<file path="config.mk">
export PLATFORM = sky130hd
export DESIGN_NAME = tile_issue_controller
export DESIGN_NICKNAME = d
export VERILOG_FILES = /design/src/rtl/issue_pkg.sv /design/src/rtl/issue_fifo.sv /design/src/rtl/tile_issue_controller.sv
export SDC_FILE = /design/constraint.sdc
export NUM_CORES = 1
export LEC_CHECK = 0
export ABC_AREA = 1
export CELL_PAD_IN_SITES_DETAIL_PLACEMENT = 0
export CELL_PAD_IN_SITES_GLOBAL_PLACEMENT = 1
export CORE_UTILIZATION = 40
export CTS_BUF_LIST = sky130_fd_sc_hd__clkbuf_4
export DETAILED_ROUTE_END_ITERATION = 16
export HOLD_SLACK_MARGIN = 0.03
export PLACE_DENSITY = 0.81
export SETUP_SLACK_MARGIN = 0.15
export SLEW_MARGIN = 30
export SYNTH_ARGS = -nofsm -noshare
export SYNTH_HDL_FRONTEND = slang
export SYNTH_SLANG_ARGS = --single-unit
</file>
<file path="constraint.sdc">
create_clock -name clock -period 3.6 [get_ports clock]
set_clock_uncertainty 0.05 [all_clocks]
set_input_delay 0.72 -clock clock [delete_from_list [all_inputs] [get_ports clock]]
set_output_delay 0.72 -clock clock [all_outputs]
set_load 0.02 [all_outputs]
</file>
<file path="src/rtl/issue_pkg.sv">
// Shared types and constants for the tile issue controller.
package issue_pkg;

  localparam int unsigned INSTR_W  = 16;
  localparam int unsigned OP_W     = 4;
  localparam int unsigned REG_AW   = 3;
  localparam int unsigned NUM_REGS = 8;

  // Instruction field positions (LSB of each field)
  localparam int unsigned OP_LSB   = 12;
  localparam int unsigned RD_LSB   = 9;
  localparam int unsigned RS0_LSB  = 6;
  localparam int unsigned RS1_LSB  = 3;
  localparam int unsigned RSVD_LSB = 0;

  localparam logic [OP_W-1:0] OP_NOP = 4'h0;
  localparam logic [OP_W-1:0] OP_MUL = 4'h3;

  typedef enum logic [1:0] {
    IDLE  = 2'd0,
    ISSUE = 2'd1,
    WAIT  = 2'd2
  } state_t;

  typedef struct packed {
    logic [OP_W-1:0]   opcode;
    logic [REG_AW-1:0] rd;
    logic [REG_AW-1:0] rs0;
    logic [REG_AW-1:0] rs1;
    logic [REG_AW-1:0] rsvd;
  } instr_t;

  // Split a raw instruction word into its fields.
  function automatic instr_t decode_instr(input logic [INSTR_W-1:0] raw);
    instr_t d;
    d.opcode = raw[OP_LSB   +: OP_W];
    d.rd     = raw[RD_LSB   +: REG_AW];
    d.rs0    = raw[RS0_LSB  +: REG_AW];
    d.rs1    = raw[RS1_LSB  +: REG_AW];
    d.rsvd   = raw[RSVD_LSB +: REG_AW];
    return d;
  endfunction

endpackage

</file>
<file path="src/rtl/issue_fifo.sv">
// Small synchronous FIFO holding pending instructions.
module issue_fifo #(
  parameter int unsigned WIDTH = 16,
  parameter int unsigned DEPTH = 4
) (
  input  logic             clock,
  input  logic             clear_b,
  input  logic             push,
  input  logic [WIDTH-1:0] din,
  input  logic             pop,
  output logic [WIDTH-1:0] dout,
  output logic             full,
  output logic             empty,
  output logic             one_left
);

  localparam int unsigned PTR_W = (DEPTH > 1) ? $clog2(DEPTH) : 1;
  localparam int unsigned CNT_W = $clog2(DEPTH + 1);

  logic [WIDTH-1:0] mem [DEPTH];
  logic [PTR_W-1:0] wptr;
  logic [PTR_W-1:0] rptr;
  logic [CNT_W-1:0] count;
  logic             do_push;
  logic             do_pop;

  assign do_push  = push && !full;
  assign do_pop   = pop && !empty;
  assign full     = (count == CNT_W'(DEPTH));
  assign empty    = (count == '0);
  assign one_left = (count == CNT_W'(1));
  assign dout     = mem[rptr];

  // Storage array; contents are don't-care while empty so no reset.
  always_ff @(posedge clock) begin
    if (do_push) mem[wptr] <= din;
  end

  // Pointers wrap naturally because DEPTH is a power of two.
  always_ff @(posedge clock or negedge clear_b) begin
    if (!clear_b) begin
      wptr  <= '0;
      rptr  <= '0;
      count <= '0;
    end else begin
      if (do_push) wptr <= wptr + PTR_W'(1);
      if (do_pop)  rptr <= rptr + PTR_W'(1);
      case ({do_push, do_pop})
        2'b10:   count <= count + CNT_W'(1);
        2'b01:   count <= count - CNT_W'(1);
        default: count <= count;
      endcase
    end
  end

endmodule

</file>
<file path="src/rtl/tile_issue_controller.sv">
// Issue stage for computationTile: instruction FIFO, 8-entry register file,
// opcode-dependent latency wait and writeback. Build macro
// ISSUE_PERF_CNT_EN adds saturating retired/stall counters.
module tile_issue_controller
  import issue_pkg::*;
#(
  parameter int unsigned WIDTH      = 16,
  parameter int unsigned FIFO_DEPTH = 4,
  parameter int unsigned ALU_LAT    = 1,
  parameter int unsigned MUL_LAT    = 5
) (
  input  logic               clock,
  input  logic               clear_b,
  input  logic               instr_valid,
  input  logic [INSTR_W-1:0] instr_data,
  output logic               instr_ready,
  input  logic               wr,
  input  logic [REG_AW-1:0]  wr_addr,
  input  logic [WIDTH-1:0]   wr_data,
  output logic [WIDTH-1:0]   rd_data,
  output logic [OP_W-1:0]    tile_opcode,
  output logic [WIDTH-1:0]   tile_data0,
  output logic [WIDTH-1:0]   tile_data1,
  input  logic [WIDTH-1:0]   tile_result,
  output logic               busy,
  output logic               done
`ifdef ISSUE_PERF_CNT_EN
  ,
  output logic [15:0]        retired_cnt,
  output logic [15:0]        stall_cnt
`endif
);

  localparam int unsigned MAX_LAT = (MUL_LAT > ALU_LAT) ? MUL_LAT : ALU_LAT;
  localparam int unsigned CNT_W   = $clog2(MAX_LAT + 1);

  state_t             state;
  state_t             state_nxt;
  logic [WIDTH-1:0]   rf [NUM_REGS];
  logic [CNT_W-1:0]   lat_cnt;
  logic [REG_AW-1:0]  wb_rd;

  logic               fifo_push;
  logic               fifo_pop;
  logic               fifo_full;
  logic               fifo_empty;
  logic               fifo_one_left;
  logic [INSTR_W-1:0] fifo_head;
  instr_t             head;
  logic               head_nop;
  logic               issue_en;
  logic               wb_en;
  logic               lat_last;
  logic               unused_rsvd;

  assign instr_ready = !fifo_full;
  assign fifo_push   = instr_valid && !fifo_full;

  issue_fifo #(
    .WIDTH (INSTR_W),
    .DEPTH (FIFO_DEPTH)
  ) u_fifo (
    .clock    (clock),
    .clear_b  (clear_b),
    .push     (fifo_push),
    .din      (instr_data),
    .pop      (fifo_pop),
    .dout     (fifo_head),
    .full     (fifo_full),
    .empty    (fifo_empty),
    .one_left (fifo_one_left)
  );

  assign head        = decode_instr(fifo_head);
  assign unused_rsvd = ^head.rsvd;
  assign head_nop    = (head.opcode == OP_NOP);
  assign lat_last    = (lat_cnt == CNT_W'(1));
  assign rd_data     = rf[wr_addr];
  assign busy        = (state != IDLE) || !fifo_empty;

  // State register.
  always_ff @(posedge clock or negedge clear_b) begin
    if (!clear_b) state <= IDLE;
    else          state <= state_nxt;
  end

  // Next-state logic; a NOP retires from ISSUE without visiting WAIT.
  always_comb begin
    state_nxt = state;
    case (state)
      IDLE:  if (!fifo_empty) state_nxt = ISSUE;
      ISSUE: begin
        if (!head_nop)          state_nxt = WAIT;
        else if (fifo_one_left) state_nxt = IDLE;
        else                    state_nxt = ISSUE;
      end
      WAIT:  if (lat_last) state_nxt = fifo_empty ? IDLE : ISSUE;
      default: state_nxt = IDLE;
    endcase
  end

  // Per-state control strobes.
  always_comb begin
    fifo_pop = 1'b0;
    issue_en = 1'b0;
    wb_en    = 1'b0;
    case (state)
      ISSUE: begin
        fifo_pop = 1'b1;
        issue_en = 1'b1;
      end
      WAIT:    wb_en = lat_last;
      default: ;
    endcase
  end

  // Tile operand/opcode registers, latency counter and retire pulse.
  always_ff @(posedge clock or negedge clear_b) begin
    if (!clear_b) begin
      tile_opcode <= OP_NOP;
      tile_data0  <= '0;
      tile_data1  <= '0;
      lat_cnt     <= '0;
      wb_rd       <= '0;
      done        <= 1'b0;
    end else begin
      done <= wb_en || (issue_en && head_nop);
      if (issue_en) begin
        tile_opcode <= head.opcode;
        tile_data0  <= rf[head.rs0];
        tile_data1  <= rf[head.rs1];
        wb_rd       <= head.rd;
        lat_cnt     <= (head.opcode == OP_MUL) ? CNT_W'(MUL_LAT) : CNT_W'(ALU_LAT);
      end else if (state == WAIT) begin
        lat_cnt <= lat_cnt - CNT_W'(1);
        if (state_nxt == IDLE) tile_opcode <= OP_NOP;
      end
    end
  end

  // Register file; a writeback beats a host write to the same register.
  always_ff @(posedge clock or negedge clear_b) begin
    if (!clear_b) begin
      for (int unsigned i = 0; i < NUM_REGS; i++) rf[i] <= '0;
    end else begin
      for (int unsigned i = 0; i < NUM_REGS; i++) begin
        if (wb_en && (wb_rd == REG_AW'(i)))      rf[i] <= tile_result;
        else if (wr && (wr_addr == REG_AW'(i)))  rf[i] <= wr_data;
      end
    end
  end

`ifdef ISSUE_PERF_CNT_EN
  // Saturating retire and back-pressure counters.
  always_ff @(posedge clock or negedge clear_b) begin
    if (!clear_b) begin
      retired_cnt <= '0;
      stall_cnt   <= '0;
    end else begin
      if (done && (retired_cnt != 16'hFFFF))
        retired_cnt <= retired_cnt + 16'd1;
      if (instr_valid && fifo_full && (stall_cnt != 16'hFFFF))
        stall_cnt <= stall_cnt + 16'd1;
    end
  end
`endif

endmodule

</file>
# Yosys cells after proc, flatten, opt, wreduce, memory -nomap -nowiden
# Memory sizes are Yosys's and may differ from the RTL's.
# Index checks and enable logic that the tools add are counted.
[word_totals]
elab_cells = 137
memories = 1
regBits = 180
ram_bits = 64
[classes]
magnitude_cmp = 3
bitwise = 3
n_mux = 42
reduce_logical = 43
n_addsub = 5
n_eq_ne = 22
[memory_table]
columns = ["memory", "depth", "word_bits", "rd", "rd_ports_with_merged_regs", "wr", "line_no", "source"]
rows = [
  ["u_fifo.mem", 4, 16, 1, 0, 1, "issue_fifo.sv:20", "logic [WIDTH-1:0] mem [DEPTH];"],
]
[op_table]
columns = ["op", "n"]
rows = [
  ["16-bit two-way mux", 22],
  ["16-bit binary-select mux with 3-bit select", 3],
  ["3-bit == test, second input constant", 9],
  ["2-bit nonzero test", 12],
  ["1-bit logical AND", 20],
  ["3-bit by 1-bit == test with 1-bit output, second input constant", 4],
  ["3-bit by 2-bit == test with 1-bit output, second input constant", 4],
  ["4-bit greater-or-equal comparator, second input constant", 3],
  ["4-bit two-way mux", 3],
  ["3-bit NOT with 4-bit output", 3],
  ["3-bit zero test", 3],
  ["3-bit two-way mux", 3],
  ["1-bit two-way mux", 6],
  ["2-bit two-way mux", 3],
  ["2-bit one-hot mux with 3 select lines", 1],
  ["3-bit one-hot mux with 2 select lines", 1],
  ["3-bit by 1-bit subtractor with 3-bit output, second input constant", 2],
  ["2-bit by 1-bit adder with 2-bit output, second input constant", 2],
  ["2-bit by 1-bit == test with 1-bit output, second input constant", 2],
  ["2-bit == test, second input constant", 2],
  ["4-bit by 2-bit == test with 1-bit output, second input constant", 1],
  ["2-bit zero test", 2],
  ["4-bit zero test", 1],
  ["3-bit by 1-bit adder with 3-bit output, second input constant", 1],
  ["other kinds (3)", 5],
]

# Longest topological paths before layout
# Gate-level depths: netlist (run 1).
[logic_depth]
depth_word = 8
ltp_mapped = 13

# By module
# From an unflattened synthesis (run 1), not the netlist that was laid out.
[hier_totals]
hier_cells = 1607
area_unflattened_um2 = 13525.5
[by_module_without_submodules]
columns = ["mod", "n_inst", "cells_each", "area_each_um2", "seq_area_each_um2"]
rows = [
  ["tile_issue_controller", 1, 1373, 10536.4, 4329.2],
  ["issue_fifo", 1, 234, 2989.1, 2097.0],
]

# Worst setup path before layout (run 1)
# No wires, ideal clock.
[synth_path]
path_kind = "input port to output port"
start = "in wr_addr[1]"
end = "out rd_data[11]"
stages = 8
slack_ns = 1.044
arrival_time_ns = 1.786
cell_sequence = "inv_2 -> nand2_1 -> inv_2 -> buf_2 -> nand2_1 -> o21ai_1 -> a21oi_1 -> a32oi_1"
[synth_via]
elab_chain_cells = 4
[synth_rtl]
columns = ["item", "line_no", "source"]
rows = [
  ["from (decl)", "tile_issue_controller.sv:18", "input logic [REG_AW-1:0] wr_addr,"],
  ["3-bit NOT with 4-bit output (not written as such)", "tile_issue_controller.sv:78", "assign rd_data = rf[wr_addr];"],
  ["16-bit binary-select mux with 3-bit select", "tile_issue_controller.sv:78", ""],
  ["16-bit two-way mux (not written as such) (2 in series)", "tile_issue_controller.sv:78", ""],
  ["to (decl)", "tile_issue_controller.sv:20", "output logic [WIDTH-1:0] rd_data,"],
]
# No other way between the ends. The select of a mux whose other input is x is not followed.

# Worst setup path after layout (run 1)
[layout_path]
start = "in wr_addr[0]"
end = "out rd_data[13]"
# The elaborated chain is that of the path after synthesis.

==> summary.md, run 1 <==
| Metric | Value |
|---|---|
| Final core utilization | `roughly half` |
| Fin crit period | `3385 ps` |
| Vias per Instance | `5.960` |
| R2R depth | `10` |
| Worst setup margin | `~220 ps` |
| Least-Margin Pin Slew | `998.0 ps` |
| CTS H-tree lvls | `3` |
| Worst Path Buf+Inv | `4` |
| Most frequent cells in the layout | `249 x nand2_1, 245 x nand3_1, 180 x dfrtp_1` |
| Die area | `0.03361 mm²` |
| Unrepaired setup endpoints after global routing | `true` |
| Most common cell after layout, fill and taps aside | `nand2_1` |
| CTS Buffer Depth | `3` |
| Multiplexer share of the synthesized area | `0%` |
| Postcts setup bufs | `0` |
| YS warnings | `0` |
| Hold Buf Count CTS | `0` |
| Critical Path RT | `~2800 ps` |
| Die Y | `between 150 and 200 µm` |
| GP Congestion | `roughly 0.89` |
| Number of synthesized register bits | `232` |
| Final wirelength | `roughly 48 mm` |
| Detail Route Antenna Nets | `0` |
| Hpwl dp | `slightly above 30 mm` |
| FMAX | `around 0.30 GHz` |
| Most used cell, CP | `nand2_1` |
| Wire per inst | `between 20 and 25 µm` |
| Antenna violations before repair | `4` |
| Worst R2R End | `rf[53]` |
| Finished Cell Area | `between 0.015 and 0.02 mm²` |
| Synth cell types | `38` |
| Largest fanout on the critical path | `10` |
| Mapped Avg Cell Area | `approximately 8.5 µm²` |
| Hold WC Path Type | `input port to asynchronous set/reset pin` |
| Setup crit start kind | `input port` |
| IO Port Bufs | `around 110` |
| Slew headroom | `around 33%` |
| Xor-xnor portion of the synthesized cell area | `less than 1%` |
| Chip Width | `between 150 and 200 µm` |
| # setup viols final | `0` |
| Max rail drop VDD | `around 0.67 mV` |
| Largest net degree at the start of global routing | `90` |
| PD cells | `slightly above 900 mW/mm²` |
| CTS tree | `done` |
| Share of cells above drive strength 1 | `13.24%` |
| Final worst-path cycle share | `between 90% and 100%` |
| Synthesized cell area | `between 0.01 and 0.015 mm²` |
| Initial core utilization | `between 40% and 50%` |
| Root Buffer | `clkbuf_4` |
| # DRC | `0` |
| CTS clk-pin slew, worst paths | `around 60 ps` |
| Synth Instances | `roughly 1.6k` |
| Placed Area | `between 0.01 and 0.015 mm²` |
| Final hold vios | `0` |
| Arr. time, crit path | `approximately 2600 ps` |
| GRT overflow | `0` |
| Simple logic cell fraction of the synthesized area | `18.58%` |
| CP endpoint kind | `output port` |
| IO Pins | `110` |
| First-pass GRT wire length | `between 70 and 80 mm` |
| Max-Cap Viols | `0` |
| Largest family of logic cells by synthesized area | `compound AO/OA/AOI/OAI gates` |
| DRT iter0 DRCs | `~1.4k` |
| Worst path cell trace | `clkdlybuf4s50_1 -> buf_4 -> nor2_4 -> buf_12 -> nand2_1 -> o2111ai_1 -> nand2_1 -> o21ai_1 -> clkdlybuf4s15_1` |
| Crit Path Class | `input port to output port` |
| Via count | `roughly 13k` |
| Core area | `0.03245 mm²` |
| CP max stage delay | `480 ps` |
| Slowest stage cell, crit path | `clkdlybuf4s50_1` |
| Register area share after synthesis | `between 40% and 50%` |
| CTS Buf Count | `66` |
| DR pass1 iterations | `7` |
| Area Growth Syn to Fin | `20.12%` |
| Flop-to-flop setup slack | `1000 ps` |
| Cell leakage power | `6.678 nW` |
| Total clock sinks | `roughly 230` |
| CP delay by family, top | `buffers and inverters` |
| Fill count | `3124` |
| FP Rows | `66` |
| Post-synthesis adder-cell area fraction | `about 1.4%` |
| Nets | `between 1.5k and 2k` |
| Max Slew Vio Count | `0` |
| Synth Area in Compound Gates | `22.86%` |
| Outcome | `completed` |
| Worst R2R Start | `lat_cnt[1]` |
| Vias in the first global route | `approximately 12k` |
| All-layer global routing usage | `between 20% and 30%` |
| Mapped Nets | `1620` |
| Clock Latency Late Sink | `a little under 700 ps` |
| Post-placement setup slack | `-105.6 ps` |
[power breakdown]
group	switching, mW	leakage [nW]	internal, mW
clock network	1.20	0.471	1.25
registers	0.626	2.70	3.68
logic	4.86	3.50	2.70
total	6.69	6.68	7.64
[registers in the layout, summed over array words and instances (netlist names), 2 cells and up]
| name | count |
|---|---|
| u_fifo.count | 3 |
| state | 2 |
| u_fifo.rptr | 2 |
| tile_data1 | 16 |
| tile_data0 | 16 |
| u_fifo.mem | 52 |
| lat_cnt | 3 |
| rf | 128 |
| u_fifo.wptr | 2 |
| wb_rd | 3 |
| tile_opcode | 4 |
[kinds of logic after synthesis]
kind of cell / count (synthesis)
fa+ha+maj: 15
compound gates: 431
buf+inv: 313
xor+xnor: 6
simple gates: 553
flops: 232
[worst reg2reg max path, delay by kind of cell (launching register included)]
| family | cells | cell delay [ps] |
|---|---|---|
| simple gates | 5 | 1180 |
| buf+inv | 3 | 610 |
| flops | 1 | 360 |
| fa+ha+maj | 1 | 160 |
| compound gates | 1 | 130 |
[cell usage after synthesis]
cell	instances	area share [%]
o22ai_1	20	0.95
xor2_1	4	0.27
nand4_1	1	0.048
inv_2	7	0.20
inv_1	171	4.9
o21ai_2	8	0.53
a21oi_1	81	3.1
o2111ai_1	11	0.73
clkbuf_2	14	0.53
xnor2_1	2	0.13
a32oi_1	5	0.33
clkinv_1	1	0.029
nand2_1	250	7.1
buf_2	38	1.4
buf_1	9	0.26
ha_1	15	1.4
dfrtp_1	180	34
nor2_4	1	0.086
nor2_2	4	0.19
or2_2	4	0.19
clkinv_2	1	0.038
nand3_2	2	0.15
nor2_1	38	1.1
nor3_1	1	0.038
buf_6	16	1.4
inv_4	3	0.14
o21ai_1	31	1.2
o221ai_1	128	8.5
nand3_1	245	9.3
clkbuf_1	46	1.3
nand2_2	3	0.14
or2_1	4	0.19
buf_4	7	0.40
edfxtp_1	52	12
a32oi_4	2	0.42
o211ai_1	67	3.8
a221oi_1	11	0.73
o21ai_0	67	2.5
[metrics by stage]
| stage | instances | hold WS (ps) | total power, mW | setup TNS [ps] |
|---|---|---|---|---|
| final | 2174 | 48.98 | 14.33 | 0 |
| after global routing | 2173 | 73.71 | 15.36 | 0 |
| after CTS | 2171 | 57.54 | 14.25 | 0 |
| after detailed placement | 2059 | 415.0 | 11.80 | -954.6 |
| after global placement | 2059 | 414.8 | 11.65 | -1120 |
| after floorplan | 1550 | 374.4 | 9.419 | 0 |
[per-layer routing]
metal	vias to the layer above	routed length, µm	part of all wire, %	global-route usage, %
li1	5876	-	-	-
met1	6185	20080	41	39.68
met2	769	20840	43	43.92
met3	126	5731	12	7.784
met4	2	1722	3.6	11.97
met5	-	13	0.027	0.7407
[final cells by class]
cell class	instances	area, µm²	area share [%]
Antenna cell	3	7.507	0.04752
Clock buffer	92	690.7	4.372
Multi-Input combinational cell	1005	5708	36.13
Sequential cell	232	6066	38.40
Inverter	183	698.2	4.419
Tap cell	442	553.0	3.501
Timing Repair Buffer	197	1956	12.38
Clock inverter	20	118.9	0.7524
[worst max path at each step]
stage	startpoint	endpoint	slack, ps	cells after the start
global route	wr_addr[0]	rd_data[5]	150	8
floorplan	wr_addr[1]	rd_data[11]	1040	8
CTS	wr_addr[0]	rd_data[11]	210	8
detailed placement	wr_addr[1]	rd_data[13]	-110	8
finish	wr_addr[0]	rd_data[13]	220	9
global placement	wr_addr[1]	rd_data[13]	-150	8
[timing repair]
action / in CTS / in global routing
gates resized for setup: 20 / 5
pin swaps: 0 / 0
endpoints found under the setup margin: 16 / 7
Power figures use the tool's default switching activity.
==> run 2, diff against run 1 <==
- DONT_BUFFER_PORTS: unset -> 1
- PLACE_DENSITY: 0.81 -> 0.76
==> run 2 against run 1 <==
  * The flow now finishes with violations (hold timing)
  * Total power shrank 4.9%
  * Cell count shrank 4.9%
  * Register-to-register slack lost 160 ps
  * Worst hold slack lost 430 ps
  * Combinational power shrank 13%
  * Sequential share of layout area grew 3.2 points
  * Cell area shrank 7.7%
  * Die area is the same
  * Clock power is essentially flat
  * Critical path depth shrank 3
  * Routed wire length grew 2.0%
  * Utilization shrank 3.7 points
  * Critical endpoint is now rd_data[6]
==> summary.md, run 2 (synthesis results as in run 1) <==
| Metric | Value |
|---|---|
| Die Y | `183.3 µm (unchanged)` |
| Total clock sinks | `232 (unchanged)` |
| Core area | `0.03245 mm² (unchanged)` |
| Hold_ws | `-378.5 ps (was 48.98 ps)` |
| Most frequent cells in the layout | `249 x nand2_1, 245 x nand3_1, 180 x dfrtp_1 (unchanged)` |
| Nets | `1643 (was 1755)` |
| Clock power frac | `18.1% (was 17.1%)` |
| Worst R2R End | `tile_data1[14] (was rf[53])` |
| Net Sw Frac | `47.99% (was 46.71%)` |
| Least-Margin Pin Slew | `832.9 ps (was 998.0 ps)` |
| Postcts setup bufs | `0 (unchanged)` |
| CTS H-tree lvls | `3 (unchanged)` |
| Final worst-path cycle share | `82.22% (was 94.02%)` |
| Fin crit period | `2960 ps (was 3385 ps)` |
| First-pass GRT wire length | `73.99 mm (was 73.92 mm)` |
| # DRC | `0 (unchanged)` |
| Initial core utilization | `40.52% (unchanged)` |
| Sw power | `6.536 mW (was 6.692 mW)` |
| CTS Buf Count | `68 (was 66)` |
| # setup viols final | `0 (unchanged)` |
| Failing checks | `hold timing` |
| Root Buffer | `clkbuf_4 (unchanged)` |
| FP Rows | `66 (unchanged)` |
| IO Pins | `110 (unchanged)` |
| Fill count | `3240 (was 3124)` |
| All-layer global routing usage | `29.86% (was 29.21%)` |
| Most common cell after layout, fill and taps aside | `nand2_1 (unchanged)` |
| Max Slew Vio Count | `0 (unchanged)` |
| Antenna violations before repair | `9 (was 4)` |
| Hpwl dp | `30.12 mm (was 31.00 mm)` |
| P_int | `7.084 mW (was 7.636 mW)` |
| Clock Latency Late Sink | `770 ps (was 680 ps)` |
| DR pass1 iterations | `5 (was 7)` |
| Wire per inst | `23.87 µm (was 22.26 µm)` |
| Worst path cell trace | `inv_2 -> nand2_1 -> buf_4 -> o22ai_1 -> a221oi_1 -> o21ai_1 (was clkdlybuf4s50_1 -> buf_4 -> nor2_4 -> buf_12 -> nand2_1 -> o2111ai_1 -> nand2_1 -> o21ai_1 -> clkdlybuf4s15_1)` |
| Slowest stage cell, crit path | `o21ai_1 (was clkdlybuf4s50_1)` |
| Detail Route Antenna Nets | `0 (unchanged)` |
| Final hold vios | `180 (was 0)` |
| Cell leakage power | `6.146 nW (was 6.678 nW)` |
| GRT overflow | `0 (unchanged)` |
| Comb pwr share | `48.2% (was 52.8%)` |
| Largest net degree at the start of global routing | `181 (was 90)` |
| R2R depth | `11 (was 10)` |
| Largest register FFs | `128 (unchanged)` |
| Worst setup margin | `640.0 ps (was 215.4 ps)` |
| Share of cells above drive strength 1 | `12.34% (was 13.24%)` |
| Slew headroom | `44.47% (was 33.22%)` |
| CTS Buffer Depth | `3 (unchanged)` |
| GP Congestion | `0.8719 (was 0.8888)` |
| Worst R2R Start | `u_fifo.rptr[0] (was lat_cnt[1])` |
| Cts repair resizes | `0 (was 20)` |
| Hold WC Path Type | `input port to asynchronous set/reset pin (unchanged)` |
| Final wirelength | `49.37 mm (was 48.39 mm)` |
| Unrepaired setup endpoints after global routing | `false (was true)` |
| Vias per Instance | `6.008 (was 5.960)` |
| Setup crit start kind | `input port (unchanged)` |
| Largest fanout on the critical path | `12 (was 10)` |
| Fin Setup TNS | `0 ps (unchanged)` |
| FMAX | `0.3378 GHz (was 0.2955 GHz)` |
| Chip Width | `183.3 µm (unchanged)` |
| CP endpoint kind | `output port (unchanged)` |
| Max rail drop VDD | `0.6977 mV (was 0.6749 mV)` |
| Hold Buf Count CTS | `20 (was 0)` |
| Reg with most FFs | `rf (unchanged)` |
| Vias in the first global route | `11.82k (was 12.47k)` |
| Critical Path RT | `2830 ps (about the same)` |
| Seq pwr share | `33.7% (was 30.1%)` |
| CTS clk-pin slew, worst paths | `60 ps (about the same)` |
| CTS tree | `done (unchanged)` |
| Die area | `0.03361 mm² (unchanged)` |
| Top flop regs | `rf x128, u_fifo.mem x52 (unchanged)` |
| IO Port Bufs | `0 (was 106)` |
| Crit Path Class | `input port to output port (unchanged)` |
| Post-placement setup slack | `685.8 ps (was -105.6 ps)` |
| Outcome | `complete, but fails checks (was completed)` |
| Via count | `12.43k (was 12.96k)` |
| Max-Cap Viols | `0 (unchanged)` |
| PD cells | `933.7 mW/mm² (was 906.9 mW/mm²)` |
| Flop-to-flop setup slack | `840 ps (was 1000 ps)` |
| Arr. time, crit path | `2190 ps (was 2610 ps)` |
| DRT iter0 DRCs | `1598 (was 1367)` |
| CP max stage delay | `590 ps (was 480 ps)` |
| Area Growth Syn to Fin | `10.92% (was 20.12%)` |
## run 2: cell count changes in the layout (fill, tap and decap cells not counted), sizes merged, moves of 3 or more
cell and change:
dlygate4sd3 +20, buf -28, clkinvlp -3, clkdlybuf4s15 -4, clkdlybuf4s50 -88, dlygate4sd2 -13, inv +3, clkinv +7
## run 2: how the worst max path moves through the flow
stage,startpoint,end,slack (ps),cells after the start
6_report,wr_addr[1],rd_data[6],640,6
5_1_grt,wr_addr[1],rd_data[6],610,6
4_1_cts,wr_addr[1],rd_data[14],680,6
3_5_place_dp,wr_addr[1],rd_data[14],690,6
3_3_place_gp,wr_addr[1],rd_data[14],690,6
2_1_floorplan,wr_addr[1],rd_data[11],1040,8
## run 2: through the flow
stage / cell area, µm² / utilization [%] / hold WS, ps / power (mW) / std cells
final: 14590 / 44.95 / -378.5 / 13.62 / 2068
after global routing: 14580 / 44.93 / -433.3 / 14.62 / 2066
after CTS: 14580 / 44.91 / -430.3 / 13.55 / 2063
after detailed placement: 13560 / 41.78 / 380.0 / 11.02 / 1925
after global placement: 13550 / 41.74 / 380.6 / 10.90 / 1925
after floorplan: 13150 / - / 374.4 / 9.419 / 1550
## run 2: layout make-up
type | instances | area [µm²] | area share, %
inverter | 183 | 695.7 | 4.769
antenna | 5 | 12.51 | 0.08577
sequential | 232 | 6066 | 41.58
clock inverter | 27 | 131.4 | 0.9006
clock buffer | 91 | 683.2 | 4.683
tap | 442 | 553.0 | 3.791
timing repair buffer | 83 | 723.2 | 4.958
multi-input combinational | 1005 | 5723 | 39.23
## run 2: critical path: cells and delay by family
kind                   cells  cell delay (ps)
AO/OA/AOI/OAI              3              830
AND/OR/NAND/NOR            1              240
buffers and inverters      2              370
## run 2: metal layers
metal  wire, µm  share of wire, %  vias to the layer above  track usage (%)
li1           -                 -                     5643                -
met1      20260                41                     5913            40.23
met2      21280                43                      716            44.09
met3       5976                12                      143            9.353
met4       1783               3.6                       10            12.73
met5         69              0.14                        -                0
## run 2: power groups by stage
stage / Clock (mW) / Sequential [mW] / Combinational [mW]
6_report: 2.47 / 4.58 / 6.56
5_1_grt: 2.68 / 4.68 / 7.26
4_1_cts: 2.52 / 4.56 / 6.47
3_5_place_dp: 0 / 4.61 / 6.42
3_3_place_gp: 0 / 4.58 / 6.31
2_1_floorplan: 0 / 4.40 / 5.02
